`config.mk`:
```
export PLATFORM = sky130hd
export DESIGN_NAME = dmem_port_arbiter
export DESIGN_NICKNAME = d
export VERILOG_FILES = /design/src/rtl/dmem_port_arbiter.sv
export SDC_FILE = /design/constraint.sdc
export NUM_CORES = 1
export LEC_CHECK = 0
export CORE_UTILIZATION = 24
export DETAILED_ROUTE_END_ITERATION = 6
export PLACE_DENSITY = 0.88
export SLEW_MARGIN = 5
export SYNTH_ARGS = -nofsm -noshare
export SYNTH_HDL_FRONTEND = slang
export SYNTH_SLANG_ARGS = --single-unit
```
`constraint.sdc`:
```
create_clock -name clk -period 1.6 [get_ports clk]
set_clock_uncertainty 0.2 [all_clocks]
set_input_delay 0.16 -clock clk [delete_from_list [all_inputs] [get_ports clk]]
set_output_delay 0.16 -clock clk [all_outputs]
set_load 0.005 [all_outputs]
```
`src/rtl/dmem_port_arbiter.sv`:
```
// dmem_port_arbiter: shares one data-memory port between the core and the
// network. The core wins while running; the network gets the port when the
// core is not running or not requesting. One network read may be outstanding;
// its response is held in a register until the network consumes it (yumi).
// Optional feature macro: NET_STARVE_LIMIT_EN forces a network grant after
// STARVE_LIMIT consecutive lost arbitration cycles.

package dmem_port_arbiter_pkg;
  typedef enum logic [1:0] {
    IDLE = 2'd0,
    RUN  = 2'd1,
    ERR  = 2'd2
  } state_e;
endpackage

module dmem_port_arbiter
  import dmem_port_arbiter_pkg::*;
#(
  parameter int unsigned ADDR_W       = 10,
  parameter int unsigned DATA_W       = 32,
  parameter int unsigned STARVE_LIMIT = 8
) (
  input  logic              clk,
  input  logic              reset,
  input  state_e            core_state_i,
  input  logic              core_req_v_i,
  input  logic              core_we_i,
  input  logic [ADDR_W-1:0] core_addr_i,
  input  logic [DATA_W-1:0] core_wdata_i,
  output logic              core_stall_o,
  output logic              core_rdata_v_o,
  output logic [DATA_W-1:0] core_rdata_o,
  input  logic              net_req_v_i,
  input  logic              net_we_i,
  input  logic [ADDR_W-1:0] net_addr_i,
  input  logic [DATA_W-1:0] net_wdata_i,
  output logic              net_req_ready_o,
  output logic              net_resp_v_o,
  output logic [DATA_W-1:0] net_resp_data_o,
  input  logic              net_resp_yumi_i,
  output logic              mem_en_o,
  output logic              mem_we_o,
  output logic [ADDR_W-1:0] mem_addr_o,
  output logic [DATA_W-1:0] mem_wdata_o,
  input  logic [DATA_W-1:0] mem_rdata_i
);

  typedef enum logic [1:0] {
    ARB_READY    = 2'd0,
    ARB_NET_RD   = 2'd1,
    ARB_NET_HOLD = 2'd2
  } arb_e;

  arb_e              arb_q, arb_d;
  logic              core_rd_q, core_rd_d;
  logic [DATA_W-1:0] resp_data_q, resp_data_d;

  logic core_cand, net_cand;
  logic core_grant, net_grant;
  logic force_net;

  // Candidates are masked by reset so nothing is granted or stalled in reset.
  assign core_cand = !reset && core_req_v_i && (core_state_i == RUN);
  assign net_cand  = !reset && net_req_v_i && (arb_q == ARB_READY);

`ifdef NET_STARVE_LIMIT_EN
  localparam int unsigned CNT_W = $clog2(STARVE_LIMIT + 1);
  localparam logic [CNT_W-1:0] LIMIT = CNT_W'(STARVE_LIMIT);

  logic [CNT_W-1:0] starve_q, starve_d;

  assign force_net = net_cand && (starve_q == LIMIT);

  // Count consecutive lost network cycles, saturating at the limit.
  always_comb begin
    starve_d = starve_q;
    if (!net_cand || net_grant) begin
      starve_d = '0;
    end else if (starve_q != LIMIT) begin
      starve_d = starve_q + 1'b1;
    end
  end

  // Starvation counter register.
  always_ff @(posedge clk) begin
    if (reset) begin
      starve_q <= '0;
    end else begin
      starve_q <= starve_d;
    end
  end
`else
  assign force_net = 1'b0;
`endif

  // Grant decision: core first unless it is idle or the network is forced.
  always_comb begin
    core_grant = 1'b0;
    net_grant  = 1'b0;
    if (force_net || !core_cand) begin
      net_grant = net_cand;
    end else begin
      core_grant = 1'b1;
    end
  end

  // Steer the granted requester onto the memory port.
  always_comb begin
    mem_en_o    = 1'b0;
    mem_we_o    = 1'b0;
    mem_addr_o  = '0;
    mem_wdata_o = '0;
    if (core_grant) begin
      mem_en_o    = 1'b1;
      mem_we_o    = core_we_i;
      mem_addr_o  = core_addr_i;
      mem_wdata_o = core_wdata_i;
    end else if (net_grant) begin
      mem_en_o    = 1'b1;
      mem_we_o    = net_we_i;
      mem_addr_o  = net_addr_i;
      mem_wdata_o = net_wdata_i;
    end
  end

  assign core_stall_o    = core_cand && !core_grant;
  assign net_req_ready_o = net_grant;

  // Network read FSM next state and response capture; core read tracking.
  always_comb begin
    arb_d       = arb_q;
    resp_data_d = resp_data_q;
    core_rd_d   = core_grant && !core_we_i;
    case (arb_q)
      ARB_READY: begin
        if (net_grant && !net_we_i) begin
          arb_d = ARB_NET_RD;
        end
      end
      ARB_NET_RD: begin
        arb_d       = ARB_NET_HOLD;
        resp_data_d = mem_rdata_i;
      end
      ARB_NET_HOLD: begin
        if (net_resp_yumi_i) begin
          arb_d = ARB_READY;
        end
      end
      default: arb_d = ARB_READY;
    endcase
  end

  // State, response and core read-valid registers.
  always_ff @(posedge clk) begin
    if (reset) begin
      arb_q       <= ARB_READY;
      resp_data_q <= '0;
      core_rd_q   <= 1'b0;
    end else begin
      arb_q       <= arb_d;
      resp_data_q <= resp_data_d;
      core_rd_q   <= core_rd_d;
    end
  end

  assign net_resp_v_o    = (arb_q == ARB_NET_HOLD);
  assign net_resp_data_o = resp_data_q;
  assign core_rdata_v_o  = core_rd_q;
  assign core_rdata_o    = mem_rdata_i;

endmodule
```
* Yosys cells after proc, flatten, opt, wreduce, memory -nomap -nowiden
Cells that the tools add are included.
Operators by class: divide/modulo/power cells 0, $mul 0, bitwise operators 0, shifts and indexed selects 0, $lt $le $gt $ge 0, multiplexer cells 13, add/subtract/negate cells 0, reductions and logical operators 11, equal/unequal tests 5
Operator list (number):
- $mux W32 | 2
- $mux W10 | 2
- $logic_and A1 B1 Y1 | 6
- $mux W1 | 6
- $pmux W2 S3 | 1
- $eq A2 B1 Y1 const B | 2
- $mux W2 | 2
- $ne A2 B1 Y1 const B | 2
- $logic_not A1 Y1 | 3
- $eq A2 B2 Y1 const B | 1
- $logic_not A2 Y1 | 1
- $reduce_and A2 Y1 | 1
Storage, ports and cells: output and inout bits 112, register bits after elaboration 35, bits in latches 0, bits in writable memories 0, input port bits 125, word-level logic and storage cells 32, memories 0, ROM bits 0

* Logic depth before layout (Yosys ltp)
word-level depth 7, depth in mapped cells 5, mapped depth without buffers 3

* Worst setup path after synthesis
OpenSTA, ideal clock, no wires.
path type register to output, start point register arb_q[1], end point output mem_wdata_o[21], arrival time 1.321 ns, required time 1.240 ns, setup slack -0.081 ns, cell stages (with the launch flop) 5, path buffers 1, cells stage by stage dfxtp_1 or4b_4 nor2_8 buf_6 a22o_1
On the way: longest elaborated chain between the ends 5
RTL lines:
- start: declaration | line 54 | arb_e arb_q, arb_d;
- start signal: assignment | line 160 | arb_q <= arb_d;
- $logic_not A2 Y1 | line 64 | assign net_cand = !reset && net_req_v_i && (arb_q == ARB_READY);
- $logic_and A1 B1 Y1 | line 64
- $mux W1 | line 100 | if (force_net || !core_cand) begin
- net net_req_ready_o | line 37 | output logic net_req_ready_o,
- $mux W32 | line 118 | end else if (net_grant) begin
- $mux W32 | line 113 | if (core_grant) begin
- end: declaration | line 44 | output logic [DATA_W-1:0] mem_wdata_o,
The timed path passes the listed nets, and every way through them passes these cells.

* Final worst setup path
start point register arb_q[1], end point output mem_wdata_o[25]
On the way: longest elaborated chain between the ends 5
RTL lines (line):
- $logic_not A2 Y1 | 64
- $logic_and A1 B1 Y1 | 64
- $mux W1 | 100
- $mux W32 | 118
- $mux W32 | 113
No other way between the ends.

==> out/metrics.yaml <==
clock_tree:
  htree_levels: 2
  clock_latency_ns: 0.28
  ctsHoldBuffers: 0
  path_clk_slew_ns: 0.08
  cts_num_sinks: 35
  root_buffer: "clkbuf_8"
  cts_buffers: 5
  cts_max_path_buffers: 2
  cts_tree: "yes"
routing:
  wire_per_inst_um: 16.6
  drc: 0
  routed_wl_mm: 9.30
  dr.first_iter.drc_count: 67
  vias_per_cell: 4.58
  vias: 2572
  first_pass_iters: 4
  ant_nets: 0
sta:
  fin_ws_ns: -0.605
  setup_violations: 45
  period_needed_ns: 2.21
  finalCritPeriodShare: 1.38
  rsz0062_at_grt: "yes"
  hold_viol: 0
  fmax_mhz: 453
  finalMaxSlewViolations: 0
yosys:
  syn_area_um2: 1950
  synth_area_leaders: "dfxtp_1 36%, a22o_1 19%, buf_4 13%"
  avgSynthCellArea_um2: 8.10
  ys_seq_area_frac: 0.359
  synthesis.nets: 366
  synth_top_cell_by_area: "dfxtp_1"
  yosysWarnings: 0
  synth_cell_types: 16
  ys_seq_elements: 35
  yosysTopAreaCellShare: 0.359
  synthCells: 241
place:
  io_buffers: 235
  gp_congestion: 0.795
  place_area_um2: 4200
  post-dp-hpwl_mm: 7.26
min_path:
  hold_path_depth: 3
  min-delay-start: "reset"
  hold_class: "in -> reg"
  min_to: "net_resp_data_o[5]"
die:
  fp.dieW_um: 92.2
  dieArea_um2: 8500
  die_h_um: 92.2
  coreArea_um2: 7810
  rows: 32
  initial_core_util: 0.250
  ios: 237
setup_path:
  path_max_fanout: 8
  crit_path_cell_trace: "or4b_4 -> nor2_8 -> buf_12 -> buf_8 -> buf_16 -> a22o_1 -> buf_2"
  worstReg2RegEnd: "arb_q[0]"
  cp_slowest_cell: "or4b_4"
  cp_slowest_stage_delay_ns: 0.55
  critPathKind: "reg -> out"
  crit_required_ns: 1.24
  timing.rr.start: "arb_q[1]"
  rr_worst_depth: 3
  crit_path_end_kind: "primary output"
  cp.arrival_ns: 1.85
  ff2ff_setup_slack_ns: 0.15
  crit_path_start_kind: "register"
pwr:
  leakage_nw: 1.72
  switching_share: 0.250
  clockPowerShare: 0.275
  p_comb_frac: 0.335
  ir_worst_vdd_uv: 376
  p_int_mw: 1.72
  powerDensity_nw_per_um2: 540
  p_sw_mw: 0.574
  sequentialPowerShare: 0.390
global_route:
  first_global_vias: 2590
  busiest_layer: "met2"
  met3_usage: 0.0697
  met1_usage: 0.236
  overflow: 0
  grt_use_total: 0.218
  grtUsageMet2: 0.386
  antenna_found_initial: 5
  grt_max_degree: 30
  grt_pass1_wl_mm: 14.1
layout:
  drive_gt1_frac: 0.183
  fin_util: 0.545
  area_growth_pct: 118
  design_area_um2: 4260
  layout.nets: 578
outcome:
  status: "finished with violations"
  violations: "setup timing"
job:
  max_cap_violations: 0
## power groups by stage
stage	Clock [mW]	Combinational, mW	Sequential (mW)
after floorplan	0	0.226	0.920
after global placement	0	0.761	0.917
after detailed placement	0	0.766	0.918
after CTS	0.659	0.793	0.898
after global routing	0.696	0.818	0.900
final	0.632	0.769	0.898
## flip-flops by register name, indices dropped and copies added (netlist names)
register         count
net_resp_data_o     32
core_rdata_v_o       1
arb_q                2
## critical path: cells and delay by family, from the launching register on
family | cells | cell delay, ns
buf+inv | 4 | 0.45
flops | 1 | 0.32
compound gates | 1 | 0.12
simple gates | 2 | 0.67
## cells in the mapped netlist
master,n
nand2b_1,3
buf_2,5
nor3_1,1
buf_4,33
a21oi_1,33
and4bb_2,1
conb_1,1
or4b_4,1
clkbuf_1,11
or4_1,1
dfxtp_1,35
nand2_1,64
nor2b_1,3
nor2_8,1
buf_6,5
a22o_1,43
## final cells by class
type / instances / area (µm²)
Multi-Input combinational cell: 152 / 893
Antenna cell: 5 / 12.5
Sequential cell: 35 / 703
Clock buffer: 6 / 72.6
Timing Repair Buffer: 259 / 2430
Fill cell: 732 / 3550
Clock inverter: 2 / 12.5
Tap cell: 102 / 128
## metal layers
metal,share of wire,up-vias
met1,0.38,1178
met3,0.095,14
met2,0.50,149
met5,0,-
met4,0.025,0
li1,-,1231
## cell families after synthesis
logic type / Yosys count / synth area share
AOI/OAI and AO/OA: 76 / 0.277
buffers and inverters: 54 / 0.190
DFF: 35 / 0.359
other: 1 / 0.00192
and+or+nand+nor: 75 / 0.172
## layout by cell type, fill, tap and decap left out, types with 2 or more instances in the layout
master	netlist	final
a22o_1	43	42
buf_4	33	12
nand2_1	64	64
dfxtp_2	0	2
buf_6	5	7
buf_8	0	2
clkdlybuf4s50_1	0	188
buf_12	0	3
nor2b_1	3	2
buf_2	5	42
nand2b_1	3	3
a21oi_1	33	33
dfxtp_1	35	33
clkbuf_8	0	5
buf_16	0	2
diode_2	0	5
dlygate4sd2_1	0	2
## stage by stage
stage	instances	power [mW]	setup WS, ns	hold WS, ns	setup TNS [ns]
floorplan	241	1.15	-0.0782	0.0316	-2.91
global route	561	2.41	-0.690	0.127	-28.01
global placement	539	1.68	-1.06	0.238	-44.77
CTS	558	2.35	-0.672	0.129	-27.83
finish	561	2.30	-0.605	0.139	-24.90
detailed placement	539	1.68	-1.08	0.248	-45.90
## worst max-delay path by stage
stage          startpoint         endpoint  slack [ns]  cells after the start
2_1_floorplan    arb_q[1]  mem_wdata_o[21]       -0.08                      4
3_3_place_gp        reset  mem_wdata_o[20]       -1.06                      7
3_5_place_dp        reset  mem_wdata_o[20]       -1.08                      7
4_1_cts          arb_q[0]    mem_addr_o[1]       -0.67                      8
5_1_grt          arb_q[1]  mem_wdata_o[28]       -0.69                      7
6_report         arb_q[1]  mem_wdata_o[25]       -0.61                      7
## what timing repair did
item                                    CTS  global route
cloned                                    4             0
pin swaps                                29            25
resized for setup                       196             4
endpoints found under the setup margin   46            45
setup buffers                             7             3
Power figures use the tool's default switching activity.
==> RTL change: new RTL, same settings <==
`ADDR_W`: 10 -> 11.
--- a/src/rtl/dmem_port_arbiter.sv
+++ b/src/rtl/dmem_port_arbiter.sv
@@ -16,7 +16,7 @@
 module dmem_port_arbiter
   import dmem_port_arbiter_pkg::*;
 #(
-  parameter int unsigned ADDR_W       = 10,
+  parameter int unsigned ADDR_W       = 11,
   parameter int unsigned DATA_W       = 32,
   parameter int unsigned STARVE_LIMIT = 8
 ) (
Ports: changed (resized core_addr_i, mem_addr_o and net_addr_i); port bits go from 237 to 240. No check against the original RTL was run, so the function may have changed too.
==> RTL change against the unedited design <==
- the run still ends with setup timing left
- die area up 0.38%
- area after synthesis grew 0.38%
- power is 1.4% higher
- critical path depth is the same
- utilization increased by 1.5 points
- fmax shrank 4.0%
- worst setup slack lost 0.093 ns
- design area grew 2.8%
- routed wire length rose by 4.1%
- sequential cell count unchanged
==> RTL change: results (changes against the unedited design) <==
status complete, but fails checks; failing checks setup timing; CTS root buf clkbuf_8; worst hold path class input pin to flop; number of synthesis warnings 0 (unchanged); placed wire-length estimate 7.17 mm (-1.2%); Num CTS Buffers 5 (unchanged); Via Count 2645 (+2.8%); largest cells by area after synthesis dfxtp_1 36%, a22o_1 20%, buf_4 13%; worst-path maximum fanout 8 (unchanged); Arrival @ worst endpoint 1.94 ns (+0.09 ns); Nets 593 (+2.6%); synth cell count leaders 64 x nand2_1, 44 x a22o_1, 35 x dfxtp_1; fill count 691 (-5.6%); diode count 0 (-5); Clock transition at path regs 0.07 ns; Clock Latency Late Sink 0.28 ns (about the same); Clock Path Buffers 2 (unchanged); number of global-route vias before repair 2759 (+6.5%); worst vdd ir 0.363 mV (-3.4%); GRT Total Usage 0.221 (+0.00270); post-synth cell types 16 (unchanged); CP top delay family simple AND/OR/NAND/NOR gates; Synth Net Count 369 (+0.82%); area of placed instances 0.00425 mm^2 (+1.2%); Detailed Routing Iterations Pass 1 4 (unchanged); fraction of registers with async set/reset 0 (unchanged); H-tree levels 2 (unchanged); Routed WL 9.68 mm (+4.1%); slowest cell delay on critical path 0.57 ns (+0.02 ns); initial antenna violation count 0 (-5); Placer Congestion 0.823 (+3.5%); number of instances in the placed design 541 (+0.37%); area delta synth->final 123%; Final Hold Viols 0 (unchanged); DRT iter0 DRCs 57 (-15%); sequential share of the synthesized area 0.357 (-0.00137); first-pass GRT wire length 14.6 mm (+3.4%); Setup Viol. Count Final 46 (+2.2%); IO Port Bufs 238 (+1.3%); maximum number of pins on one net before global-route repair 34 (+13%); Via density 4.65 (+1.4%); fraction of layout cells with a size suffix above 1 0.199 (+0.0163); max reg flops 32 (unchanged); top_reg_cell synth dfxtp_1; Worst path slowest cell or4b_4; leakage power 1.80 nW (+4.3%); syn avg cell area 8.10 um^2 (about the same); Setup WS post-layout -0.698 ns (-0.0929 ns)
RTL change: worst paths after layout:
path	cells past startpoint	to	start	slack [ns]
worst min-delay path	2	arb_q[1]	reset	0.14
worst min register to register	2	net_resp_data_o[3]	net_resp_data_o[3]	0.25
worst max register to register	4	arb_q[0]	arb_q[1]	0.01
worst max-delay path	7	mem_wdata_o[8]	arb_q[1]	-0.70
RTL change: cell type report:
cell class,count,share of cell area
Clock buffer,7,0.0174
Clock inverter,1,0.00114
Multi-Input combinational cell,153,0.206
Sequential cell,35,0.161
Tap cell,102,0.0292
Timing Repair Buffer,271,0.586
RTL change: per-stage QoR:
step	hold slack (ns)	setup TNS (ns)	power [mW]	setup slack, ns
floorplan	0.0316	-3.22	1.15	-0.0862
global placement	0.239	-43.02	1.69	-0.968
detailed placement	0.246	-44.48	1.70	-1.02
CTS	0.0937	-30.51	2.37	-0.764
global route	0.162	-31.08	2.45	-0.758
finish	0.135	-28.00	2.33	-0.698
RTL change: metal layers:
| layer | track usage | part of all wire |
|---|---|---|
| met4 | 0.0820 | 0.028 |
| met1 | 0.233 | 0.38 |
| met2 | 0.410 | 0.51 |
| met3 | 0.0649 | 0.087 |
| met5 | 0 | 0 |
RTL change: where the power goes:
part	switching, mW	total, mW	internal (mW)
combinational	0.257	0.817	0.560
sequential	0.00884	0.898	0.889
clock	0.311	0.617	0.306
RTL change: kinds of logic (layout without fill, tap and decap cells):
group           Yosys count  count (layout)  synth area share
buf+inv                  54             279             0.188
simple gates             75              75             0.172
flops                    35              35             0.357
other cells               1               1           0.00191
compound gates           77              77             0.281
RTL change: worst register-to-register path, delay by kind of cell, from the launching register on:
kind                   cells  cell delay, ns
and+or+nand+nor            2            0.72
buffers and inverters      2            0.27
DFF                        1            0.32
RTL change: timing repair:
action                     in CTS  in global routing
hold buffers                    0                  0
pin swaps                      24                 23
gates resized for setup       208                  2
setup endpoints to repair      47                 48
gates cloned                    4                  0
buffers inserted               19                  2
